`src/rtl/kim_mips_pkg.sv`:
```
// Shared definitions for the 5-stage MIPS pipeline blocks.
//   MIPS_REGISTER_ADDR_WIDTH / MIPS_REGISTER_DATA_WIDTH : register-file geometry
//   RUN / MEM_WAIT / ERR                                : hazard sequencer state encoding
package kim_mips_pkg;

  localparam int unsigned MIPS_REGISTER_ADDR_WIDTH = 5;
  localparam int unsigned MIPS_REGISTER_DATA_WIDTH = 32;

  localparam logic [1:0] RUN      = 2'd0;
  localparam logic [1:0] MEM_WAIT = 2'd1;
  localparam logic [1:0] ERR      = 2'd2;

endpackage

```
`src/rtl/kim_haz_wait_timer.sv`:
```
// Clearable saturating wait counter with a timeout compare.
// Ports:
//   clk_i, rst_i  clock and asynchronous active-high reset
//   clear_i       return the count to 0 (wins over inc_i)
//   inc_i         count one more wait cycle
//   expire_o      the increment being applied this cycle reaches TIMEOUT
module kim_haz_wait_timer #(
  parameter int unsigned TIMEOUT = 255,
  parameter int unsigned CNT_W   = 8
) (
  input  logic clk_i,
  input  logic rst_i,
  input  logic clear_i,
  input  logic inc_i,
  output logic expire_o
);

  localparam logic [CNT_W-1:0] CntMax = '1;
  localparam logic [CNT_W-1:0] Limit  = CNT_W'(TIMEOUT);

  logic [CNT_W-1:0] cnt_q, cnt_d, cnt_inc;

  always_comb begin
    cnt_inc = (cnt_q == CntMax) ? cnt_q : cnt_q + CNT_W'(1);
    cnt_d   = cnt_q;
    if (clear_i) begin
      cnt_d = '0;
    end else if (inc_i) begin
      cnt_d = cnt_inc;
    end
  end

  // Looks at the post-increment value so the caller can leave the wait state
  // on the same edge that the count reaches the limit.
  assign expire_o = inc_i & ~clear_i & (cnt_inc >= Limit);

  always_ff @(posedge clk_i or posedge rst_i) begin
    if (rst_i) begin
      cnt_q <= '0;
    end else begin
      cnt_q <= cnt_d;
    end
  end

endmodule

```
`src/rtl/kim_pipe_hazard_ctrl.sv`:
```
// Stall/flush sequencer for the 5-stage MIPS pipeline.
// Resolves, highest priority first: ERR, data-memory wait, taken branch, load-use.
// Outputs are combinational decodes of the state and the current hazard inputs.
// Ports:
//   clk, rst                       clock, asynchronous active-high reset
//   id_ex_* / if_id_*              load-use detection operands
//   branch_taken                   redirect resolved in EX
//   dmem_req, dmem_ready           data-memory handshake
//   pc_en .. mem_wb_bubble         pipeline register controls
//   mem_err                        sticky data-memory timeout
//   stall_cycles, flush_count      performance counters
// Optional: define KIM_HAZ_PERF_CNT_EN to build the performance counters;
// otherwise both read as constant 0 and no counter flops exist.
module kim_pipe_hazard_ctrl
  import kim_mips_pkg::*;
#(
  parameter int unsigned REG_ADDR_W   = MIPS_REGISTER_ADDR_WIDTH,
  parameter int unsigned WAIT_TIMEOUT = 255,
  parameter int unsigned CNT_W        = 8
) (
  input  logic                  clk,
  input  logic                  rst,
  input  logic                  id_ex_memtoreg,
  input  logic                  id_ex_regwrite,
  input  logic [REG_ADDR_W-1:0] id_ex_rt,
  input  logic [REG_ADDR_W-1:0] if_id_rs,
  input  logic [REG_ADDR_W-1:0] if_id_rt,
  input  logic                  branch_taken,
  input  logic                  dmem_req,
  input  logic                  dmem_ready,
  output logic                  pc_en,
  output logic                  if_id_en,
  output logic                  if_id_flush,
  output logic                  id_ex_en,
  output logic                  id_ex_flush,
  output logic                  ex_mem_en,
  output logic                  mem_wb_bubble,
  output logic                  mem_err,
  output logic [31:0]           stall_cycles,
  output logic [31:0]           flush_count
);

  logic [1:0] state_q, state_d;
  logic       mem_wait;
  logic       load_use;
  logic       tmr_clear, tmr_inc, tmr_expire;

  assign mem_wait = dmem_req & ~dmem_ready;
  assign load_use = id_ex_memtoreg & id_ex_regwrite & (id_ex_rt != '0) &
                    ((id_ex_rt == if_id_rs) | (id_ex_rt == if_id_rt));

  kim_haz_wait_timer #(
    .TIMEOUT (WAIT_TIMEOUT),
    .CNT_W   (CNT_W)
  ) u_wait_timer (
    .clk_i    (clk),
    .rst_i    (rst),
    .clear_i  (tmr_clear),
    .inc_i    (tmr_inc),
    .expire_o (tmr_expire)
  );

  // The RUN cycle that first sees the wait counts as wait cycle 1.
  always_comb begin
    state_d   = state_q;
    tmr_clear = 1'b0;
    tmr_inc   = 1'b0;
    case (state_q)
      RUN: begin
        if (mem_wait) begin
          state_d = MEM_WAIT;
          tmr_inc = 1'b1;
        end else begin
          tmr_clear = 1'b1;
        end
      end
      MEM_WAIT: begin
        if (dmem_ready) begin
          state_d   = RUN;
          tmr_clear = 1'b1;
        end else begin
          tmr_inc = 1'b1;
          if (tmr_expire) state_d = ERR;
        end
      end
      ERR: state_d = ERR;
      default: begin
        state_d   = RUN;
        tmr_clear = 1'b1;
      end
    endcase
  end

  always_ff @(posedge clk or posedge rst) begin
    if (rst) begin
      state_q <= RUN;
    end else begin
      state_q <= state_d;
    end
  end

  always_comb begin
    pc_en         = 1'b1;
    if_id_en      = 1'b1;
    if_id_flush   = 1'b0;
    id_ex_en      = 1'b1;
    id_ex_flush   = 1'b0;
    ex_mem_en     = 1'b1;
    mem_wb_bubble = 1'b0;
    if (rst) begin
      pc_en     = 1'b0;
      if_id_en  = 1'b0;
      id_ex_en  = 1'b0;
      ex_mem_en = 1'b0;
    end else if ((state_q == ERR) || (state_q == RUN && mem_wait) ||
                 (state_q == MEM_WAIT && !dmem_ready)) begin
      pc_en         = 1'b0;
      if_id_en      = 1'b0;
      id_ex_en      = 1'b0;
      ex_mem_en     = 1'b0;
      mem_wb_bubble = 1'b1;
    end else if (state_q == RUN && branch_taken) begin
      if_id_flush = 1'b1;
      id_ex_flush = 1'b1;
    end else if (state_q == RUN && load_use) begin
      pc_en       = 1'b0;
      if_id_en    = 1'b0;
      id_ex_flush = 1'b1;
    end
    // MEM_WAIT exit cycle keeps the all-enable default: hazards are
    // re-evaluated once back in RUN.
  end

  assign mem_err = (state_q == ERR);

`ifdef KIM_HAZ_PERF_CNT_EN
  logic [31:0] stall_q, flush_q;

  always_ff @(posedge clk or posedge rst) begin
    if (rst) begin
      stall_q <= '0;
      flush_q <= '0;
    end else begin
      if (!pc_en)      stall_q <= stall_q + 32'd1;
      if (if_id_flush) flush_q <= flush_q + 32'd1;
    end
  end

  assign stall_cycles = stall_q;
  assign flush_count  = flush_q;
`else
  assign stall_cycles = '0;
  assign flush_count  = '0;
`endif

endmodule
```
`config.mk`:
```
export PLATFORM = sky130hd
export DESIGN_NAME = kim_pipe_hazard_ctrl
export DESIGN_NICKNAME = d
export VERILOG_FILES = /design/src/rtl/kim_mips_pkg.sv /design/src/rtl/kim_haz_wait_timer.sv /design/src/rtl/kim_pipe_hazard_ctrl.sv
export SDC_FILE = /design/constraint.sdc
export NUM_CORES = 1
export LEC_CHECK = 0
export CAP_MARGIN = 20
export CORE_MARGIN = 4
export CORE_UTILIZATION = 38
export CTS_CLUSTER_SIZE = 24
export DETAILED_ROUTE_END_ITERATION = 8
export PLACE_DENSITY = 0.87
export SLEW_MARGIN = 20
export SYNTH_ARGS = -nofsm -noshare
export SYNTH_HDL_FRONTEND = slang
export SYNTH_SLANG_ARGS = --single-unit
export TNS_END_PERCENT = 100
```
`constraint.sdc`:
```
create_clock -name clk -period 3.2 [get_ports clk]
set_input_delay 0.64 -clock clk [delete_from_list [all_inputs] [get_ports clk]]
set_output_delay 0.64 -clock clk [all_outputs]
set_load 0.005 [all_outputs]
```
# Word-level counts from Yosys, hierarchy flattened
# Cells that the tools add are included.
dict set report totals {
  word_cells 59
  register_bits 10
  in_bits 22
  out_inout_bits 72
}
dict set report classes {
  n_bitwise 9
  mux 28
  n_eq_ne 7
  addsub 1
  reduce_logical 11
  magnitude_cmp 1
}
# operator n
set ops {}
lappend ops {{8-bit 2-to-1 mux} 3}
lappend ops {{1-bit 2-to-1 mux} 19}
lappend ops {{5-bit == test} 2}
lappend ops {{8-bit by 1-bit adder with 8-bit output, second input constant} 1}
lappend ops {{8-bit == test, second input constant} 1}
lappend ops {{8-bit >= comparator, second input constant} 1}
lappend ops {{1-bit bitwise AND} 6}
lappend ops {{2-bit 2-to-1 mux} 3}
lappend ops {{2-bit case mux with 3 select lines} 1}
lappend ops {{5-bit nonzero test} 1}
lappend ops {{1-bit logical AND} 4}
lappend ops {{3-bit != test, second input constant} 1}
lappend ops {{1-bit case mux with 3 select lines} 1}
lappend ops {{2-bit by 1-bit == test with 1-bit output, second input constant} 1}
lappend ops {{2-bit == test, second input constant} 1}
lappend ops {{2-bit logical NOT} 1}
lappend ops {{1-bit logical OR} 2}
lappend ops {{2-bit != test, second input constant} 1}
lappend ops {{1-bit NOT} 2}
lappend ops {{1-bit case mux with 2 select lines} 1}
lappend ops {{2-bit AND reduction} 1}
lappend ops {{2-bit nonzero test} 1}
lappend ops {{1-bit logical NOT} 1}
lappend ops {{1-bit bitwise OR} 1}

# Logic depth before layout (Yosys ltp)
dict set report logic_depth {
  depth_word 10
  ltp_mapped 7
  mapped_depth_nobuf 6
}

# Cells and area by module
# From an unflattened synthesis, not the netlist that was laid out.
dict set report hier_totals {
  cells_unflattened 186
  area_unflattened_um2 1463.9
}
# module instances area_each_um2 seq_area_each_um2 cells_per_inst
set by_module_without_submodules {}
lappend by_module_without_submodules {kim_pipe_hazard_ctrl 1 792.0 50.0 104}
lappend by_module_without_submodules {kim_haz_wait_timer 1 671.9 200.2 82}

# Worst setup path before layout
# Ideal clock, no wire load.
dict set report synth_timing {
  path_kind {in2out}
  start {input port id_ex_rt[2]}
  end {output port pc_en}
  n_path_buf 1
  cell_stages 6
  t_arrival_ns 1.649
  path_slack_ns 0.911
  required_ns 2.560
  path_cell_list {xor2_1 -> nor3_1 -> nand3_1 -> a221oi_1 -> a21oi_1 -> buf_4}
}
dict set report synth_via {
  elab_chain_len 8
}
# element line_no
set synth_lines {}
lappend synth_lines {{start, declared} kim_pipe_hazard_ctrl.sv:25} ;# input logic [REG_ADDR_W-1:0] id_ex_rt,
lappend synth_lines {{5-bit == test / 5-bit nonzero test (equally long branches)} {kim_pipe_hazard_ctrl.sv:50, kim_pipe_hazard_ctrl.sv:49}}
lappend synth_lines {{1-bit bitwise OR / 1-bit bitwise AND (equally long branches)} {kim_pipe_hazard_ctrl.sv:50, kim_pipe_hazard_ctrl.sv:49}}
lappend synth_lines {{1-bit bitwise AND *} kim_pipe_hazard_ctrl.sv:49} ;# assign load_use = id_ex_memtoreg & id_ex_regwrite & (id_ex_rt != '0) &
lappend synth_lines {{1-bit logical AND *} kim_pipe_hazard_ctrl.sv:125} ;# end else if (state_q == RUN && load_use) begin
lappend synth_lines {{1-bit 2-to-1 mux * (4 in a row)} n/a}
lappend synth_lines {{end, declared} kim_pipe_hazard_ctrl.sv:31} ;# output logic pc_en,
# Every way passes the cells marked *; elsewhere a longest branch is shown, timed or not.

# Worst setup path after layout
dict set report layout_timing {
  start {input port if_id_rs[2]}
  end {output port pc_en}
}
dict set report layout_via {
  elab_chain_len 8
}
# element line_no
set layout_lines {}
lappend layout_lines {{start, declared} kim_pipe_hazard_ctrl.sv:26} ;# input logic [REG_ADDR_W-1:0] if_id_rs,
lappend layout_lines {{5-bit == test} kim_pipe_hazard_ctrl.sv:50} ;# ((id_ex_rt == if_id_rs) | (id_ex_rt == if_id_rt));
lappend layout_lines {{1-bit bitwise OR} kim_pipe_hazard_ctrl.sv:50}
lappend layout_lines {{1-bit bitwise AND} kim_pipe_hazard_ctrl.sv:49}
lappend layout_lines {{1-bit logical AND} kim_pipe_hazard_ctrl.sv:125}
lappend layout_lines {{1-bit 2-to-1 mux} kim_pipe_hazard_ctrl.sv:125}
lappend layout_lines {{1-bit 2-to-1 mux} kim_pipe_hazard_ctrl.sv:122} ;# end else if (state_q == RUN && branch_taken) begin
lappend layout_lines {{1-bit 2-to-1 mux} kim_pipe_hazard_ctrl.sv:115} ;# end else if ((state_q == ERR) || (state_q == RUN && mem_wait) ||
lappend layout_lines {{1-bit 2-to-1 mux} kim_pipe_hazard_ctrl.sv:110} ;# if (rst) begin
# No other way between the ends.

==> results.md <==
- The flow ran to the end, and the final reports show no timing, DRC or antenna violations.
- The mapped netlist covers about 0.0013 sq mm.
- TritonCTS built the clock tree.
- The number of global-route vias before repair came to between 800 and 900.
- The cell type of the slowest stage on the worst timing path is sky130_fd_sc_hd__clkdlybuf4s50_1.
- The worst register-to-register path has a depth of 6.
- The final critical delay including setup and external delays is ~3000 ps.
- The repair_antennas step left the layout with diodes totalling 0.
- Walking the worst path, the cells encountered are clkdlybuf4s50_1 -> xor2_1 -> nor3_1 -> nand3_1 -> a221oi_2 -> a21oi_1 -> clkdlybuf4s50_1.
- Pin placement for this block handled 94 I/O pins.
- The most common cell after layout, fill and taps aside is sky130_fd_sc_hd__conb_1.
- In this run the vertical extent of the chip is approximately 67 um.
- The synthesized flop and latch total is 10.
- The post-layout utilization of the core is between 40 and 50%.
- Ranked by total cell area, the synthesized netlist is headed by sky130_fd_sc_hd__buf_4 (39%), sky130_fd_sc_hd__dfrtp_1 (19%), sky130_fd_sc_hd__xor2_1 (4.0%), sky130_fd_sc_hd__a21oi_1 (3.1%), sky130_fd_sc_hd__o21ai_0 (3.1%).
- The start of the worst register-to-register path is u_wait_timer.cnt_q[0].
- Summed over all cells, the static leakage comes to approximately 0.71 nW.
- For this run, the leading register cell type out of synthesis is sky130_fd_sc_hd__dfrtp_1.
- For this configuration, the core starts out at a cell density of between 30% and 40%.
- The detailed-route DRC error count is 0.
- The cell family contributing the most delay on the critical path is buffers and inverters.
- The total routing usage reported by global routing is 11.0%.
- The post-layout total power is 0.356 mW.
- The maximum count of clock buffers along a single path is 2.
- Of the cells placed in the final design, the portion with a size suffix greater than 1 is ~6.1%.
- After clock tree synthesis, the setup repair step added 0 buffers.
- The most common cell type on the critical path is sky130_fd_sc_hd__clkdlybuf4s50_1.
- The number of buffers created by CTS is 3.
- Derived from the worst setup path, the maximum achievable clock frequency is ~0.32 GHz.
- Across the routed clock network, the largest skew measured is approximately 0.55 ps.
- The initial DRC count is 36.
- The insertion delay to the later sink of the worst-skew pair is 270 ps.
- The startpoint identified for the worst hold timing path is u_wait_timer.cnt_q[1].
- The root buffer selected by CTS is sky130_fd_sc_hd__clkbuf_4.
- The number of flops mapped to enable cells by yosys is 0.
- The first global-routing pass estimated 3.82 mm of wire.
- Including well taps, the total number of placed cells is about 240.
- The sum of overflow across all layers after global routing is 0.
- The region available for standard cell placement spans roughly 0.0033 sq mm.
- The final sum of negative setup slack is 0 ps.
- The net total in the final layout is between 200 and 250.
- The smallest setup slack after layout is 123 ps.
- The post-detailed-placement half-perimeter wirelength is between 2 and 2.5 mm.
- The number of standard-cell rows in the floorplan is 21.
- The cell count of the worst hold path is 1.
- The critical path startpoint is if_id_rs[2].
- The hold violation count in the final report is 0.
- The count of cells in the finished layout, fillers not included, comes to 242.
- The number of maximum-capacitance violations is 0.
- The number of filler instances in the final layout is 354.
- The count of buffering cells on the critical path with inverters included is 2.
- The placer congestion estimate is slightly below 0.9.
- The die is 66.6 um wide.
- The number of warnings reported in the yosys synthesis log is 0.
- The highest ir drop seen on vdd is 0.164 mV.
- The critical path endpoint category is an output port.
- The detail route stage leaves a number of antenna-violating nets equal to 0.
- The initial antenna violation count is 0.
- Sequential cells were found to cover a little under a fifth of the synthesized design area.
- Counting distinct cell types in the post-synthesis netlist gives 37.
- In this run the power density over the cells is ~250 mW/mm^2.
- In this run the cell area measured after placement is 0.00139 sq mm.
- The path class of the lowest-slack min-delay path is reg2reg.
- The clock drives 10 sinks.
- In this design, the stage delay of the slowest critical-path cell is approximately 460 ps.
- The final critical-path share of the clock period is 96.2%.
- In this run the worst path has a maximum fanout of 2.
- The via count of the routed design is around 1,100.
- The floorplan step defined a die boundary enclosing approximately 0.0044 sq mm.
- The worst-case setup slack after placement is -165 ps.
- The detail-routed net length per standard cell is approximately 11 um.
- For this run, asynchronously set or reset flops after synthesis account for 100%.
- The via density per instance is about 4.3.
- Setup violations remaining at the end of the flow were counted as 0.
- The required time of the critical path is about 2600 ps.
- A synthesized cell averages about 7.8 sq um.
- The number of instances in the synthesized netlist is roughly 170.
- The top cell type by area accounts for 38.6% of the synthesized area.
- The pin count of the biggest net entering global routing is 12.
- The first detailed-routing pass ran for 4 iterations.
- On the final layout, the worst hold slack is around 550 ps.
- The post-CTS clock slew at the launch and capture registers of the worst setup and hold paths is about 60 ps.
- In this run the number of H-tree levels came out at 1.
- sky130_fd_sc_hd__buf_4 takes more of the synthesized area than any other cell.
- The logic depth of the worst path, buffers included is 7.
- The number of pins with negative max-slew slack in the final report came to 0.
- The top cell types in the final layout, fill and taps aside, are sky130_fd_sc_hd__conb_1 (64), sky130_fd_sc_hd__clkdlybuf4s50_1 (25), sky130_fd_sc_hd__dfrtp_1 (10).
- The critical path is of the in2out type.
- The area used by multi-input combinational logic is 766 sq um.
- The storage element area is ~250 sq um.
- The post-synthesis to final-layout area growth is 10.7%.
- Data arrives at the worst endpoint at roughly 2400 ps.
- The total of buffers placed on input and output ports is 29.
- Summed over all layers, the routed wires come to 2.61 mm.
- The worst setup path is launched from an input pin.
- The area of all placed cells without fillers is between 0.001 and 0.0015 sq mm.
- Setup repair after global routing left no endpoint under its margin.
registers in the layout, indices dropped and copies added (netlist names):
name and flops:
u_wait_timer.cnt_q 8, state_q 2
power by group:
group	internal [mW]	leakage [nW]	switching (mW)
clock network	0.0692	0.0210	0.0443
registers	0.130	0.137	0.00491
logic	0.0535	0.552	0.0541
path summary, 6_finish.rpt:
| check | endpoint | slack [ps] |
|---|---|---|
| worst min register to register | u_wait_timer.cnt_q[1] | 550 |
| worst max register to register | state_q[1] | 1250 |
| max in group asynchronous | u_wait_timer.cnt_q[5] | 2370 |
| worst max-delay path | pc_en | 120 |
| worst min-delay path | u_wait_timer.cnt_q[1] | 550 |
| min in group asynchronous | u_wait_timer.cnt_q[3] | 700 |
Yosys cell counts (2+ instances only):
cell	instances
sky130_fd_sc_hd__a31oi_1	3
sky130_fd_sc_hd__mux2i_1	2
sky130_fd_sc_hd__o21ai_0	8
sky130_fd_sc_hd__o21a_1	3
sky130_fd_sc_hd__nor2_1	6
sky130_fd_sc_hd__nand3_1	6
sky130_fd_sc_hd__inv_1	5
sky130_fd_sc_hd__xor2_1	6
sky130_fd_sc_hd__nand2_1	9
sky130_fd_sc_hd__buf_4	67
sky130_fd_sc_hd__o31ai_1	2
sky130_fd_sc_hd__a21oi_1	8
sky130_fd_sc_hd__dfrtp_1	10
sky130_fd_sc_hd__nor3_1	5
sky130_fd_sc_hd__xnor2_1	4
sky130_fd_sc_hd__and2_1	2
layer usage:
metal  part of all wire, %  GRT usage [%]
met5                     0              0
met4                  0.31           1.78
met3                    16           5.40
met2                    49           19.4
met1                    35           12.0
layout make-up:
cell class                      instances  area share (%)
Sequential cell                        10            17.3
Multi-Input combinational cell        145            53.0
Tap cell                               46            3.99
Timing Repair Buffer                   32            21.8
Clock buffer                            4            2.51
Inverter                                5            1.30
timing repair:
item                       CTS  global route
setup endpoints to repair    3             3
pin swaps                    3             4
hold buffers                 0             0
gates resized for setup      4             2
logic make-up after synthesis:
group                    after synthesis  share of synthesized area [%]
buffers and inverters                 75                           41.1
AND/OR/NAND/NOR                       35                           13.9
AO/OA/AOI/OAI                         33                           16.3
XOR/XNOR                              10                           6.72
flip-flops                            10                           19.2
multiplexers                           2                           1.54
adder cells (fa/ha/maj)                1                          0.960
other                                  1                          0.288
Note: power is estimated with default switching activity, not from simulation.
==> edit (same flow settings) <==
The option `KIM_HAZ_PERF_CNT_EN` is turned on by a define.
--- a/src/rtl/kim_pipe_hazard_ctrl.sv
+++ b/src/rtl/kim_pipe_hazard_ctrl.sv
@@ -13,2 +13,4 @@
 // otherwise both read as constant 0 and no counter flops exist.
+`define KIM_HAZ_PERF_CNT_EN
+
 module kim_pipe_hazard_ctrl
Check against the original RTL: not equivalent (a bounded check fails within 4 cycles, from zero or initial values and one cycle with rst high).
==> edit against the unedited design <==
- non-clock buffer count grew 73
- count of clock-buffer cells in the layout is 6 higher
- worst setup slack worse by 0.0047 ns
- routed wire length rose to 3.3 times the old value
- first-iteration DRC count increased to 3.1 times the old value
- synthesized area rose to 2.9 times the old value
- total power rose to 4.6 times the old value
- synthesized cell count up 120%
- sequential cell count increased by 64
- final area grew to 3.5 times the old value
- combinational power down 25%
- largest power group unchanged
==> edit: results (changes against the unedited design) <==
| Metric | Value |
|---|---|
| Status | `complete, no violations` |
| Syn. warnings | `0 (unchanged)` |
| Placer congestion estimate | `0.826 (-7.3%)` |
| Clock transition at the registers of the reported paths | `0.08 ns (+0.02 ns)` |
| CP peak stage delay | `0.52 ns (+0.06 ns)` |
| Seq/Total Area, Yosys | `49.2% (+30 points)` |
| Antenna cell count | `0 (unchanged)` |
| Static Leak | `2.24 nW (+220%)` |
| CTS Buf Count | `9 (+6)` |
| Synth unique cells | `43 (+16%)` |
| Most frequent cells after synthesis | `74 x dfrtp_1, 37 x nand2_1, 37 x xnor2_1` |
| WL final | `8.64 mm (+230%)` |
| H-Tree Depth | `3 (+2)` |
| Fin nets | `496 (+130%)` |
| Tightest Pin Transition | `roughly 0.94 ns` |
| Share of cells above drive strength 1 | `9.89% (+3.8 points)` |
| Maximum vdd drop | `0.000224 V (+36%)` |
| CP max FO | `2 (unchanged)` |
| I/O Buffers | `93 (+220%)` |
| CTS Root Cell | `clkbuf_8` |
| Synth Flop Type | `dfrtp_1` |
| Clock Latency Late Sink | `0.33 ns (+0.06 ns)` |
| Largest cells by area after synthesis | `dfrtp_1 49%, xnor2_1 8.6%, xor2_1 8.2%` |
| Vias in the first global route | `2958 (+230%)` |
| Syn_nets | `roughly 390` |
| Clock Skews | `0.00948 ns (+0.00893 ns)` |
| Fill cell count | `849 (+140%)` |
| Post-DP Area | `4900 µm² (+250%)` |
| Vias/cell | `5.11 (+18%)` |
| First-pass GRT wire length | `14.3 mm (+270%)` |
| Drt initial violations | `113 (+210%)` |
| Post-synthesis async set-or-reset flop share | `100% (unchanged)` |
| Hpwl dp | `6.39 mm (+190%)` |
| Initial antenna violation count | `0 (unchanged)` |
| GRT Overall Usage | `15.2% (+4.1 points)` |
| Clk buf depth | `2 (unchanged)` |
| Pin count of the biggest net entering global routing | `75 (+63)` |
==> edit: cell count changes in the layout (fill, tap and decap cells not counted), moves of 12 or more <==
cell,change
dfrtp_1,+64
xor2_1,+29
clkdlybuf4s50_1,+66
xnor2_1,+33
nor2_1,+15
nand4_1,+12
conb_1,-64
nand3_1,+19
and3_1,+13
nor3_1,+15
nand2_1,+28
==> edit: area by class of cell <==
cell class	instances	area, µm²	share of cell area (%)
Sequential cell	74	1850	36.4
Timing Repair Buffer	105	1030	20.2
Clock buffer	10	138	2.71
Tap cell	133	166	3.27
Inverter	14	56.3	1.11
Clock inverter	5	31.3	0.615
Multi-Input combinational cell	267	1810	35.7
==> edit: critical path, delay by kind of cell <==
| family | cells | cell delay, ns |
|---|---|---|
| AND/OR/NAND/NOR | 3 | 0.30 |
| XOR/XNOR | 1 | 0.17 |
| AO/OA/AOI/OAI | 1 | 0.24 |
| buffers and inverters | 3 | 1.09 |
==> edit: worst paths after layout <==
kind	start	to	slack (ns)	cells past startpoint
hold reg to reg	stall_cycles[31]	stall_cycles[31]	0.47	1
max in group asynchronous	rst	stall_cycles[4]	1.49	3
setup reg to reg	state_q[0]	stall_cycles[1]	0.96	5
setup / recovery	id_ex_rt[4]	id_ex_flush	0.12	8
hold / removal	stall_cycles[31]	stall_cycles[31]	0.47	1
min in group asynchronous	rst	u_wait_timer.cnt_q[6]	1.10	3
==> edit: kinds of logic after synthesis <==
| group | Yosys count | synth area share, % |
|---|---|---|
| AND/OR/NAND/NOR | 161 | 24.7 |
| AO/OA/AOI/OAI | 29 | 4.96 |
| XOR/XNOR | 72 | 16.8 |
| adder cells (fa/ha/maj) | 4 | 1.26 |
| multiplexers | 1 | 0.299 |
| buffers and inverters | 22 | 2.79 |
| flip-flops | 74 | 49.2 |
==> edit: layer usage <==
metal	global-route usage, %	wire length (µm)
met5	0	0
met4	4.78	170
met3	3.06	425
met2	25.5	4310
met1	19.6	3730
==> edit: power by group <==
part | switching (mW) | internal (mW)
clock network | 0.336 | 0.296
logic | 0.0383 | 0.0425
registers | 0.00168 | 0.936
==> edit: repair_timing <==
| item | in CTS | in global routing |
|---|---|---|
| pin swaps | 1 | 0 |
| buffers inserted | 0 | 0 |
| hold buffers | 0 | 0 |
| setup endpoints to repair | 2 | 3 |
| resized for setup | 1 | 3 |
==> edit: through the flow <==
stage	std cells	hold WS, ns	setup TNS, ns	setup slack [ns]
after floorplan	363	0.465	0	0.0972
after global routing	608	0.477	0	0.00652
final	608	0.467	0	0.118
after global placement	593	0.457	-0.0401	-0.0210
after CTS	608	0.472	0	0.0111
after detailed placement	593	0.459	-0.100	-0.0503
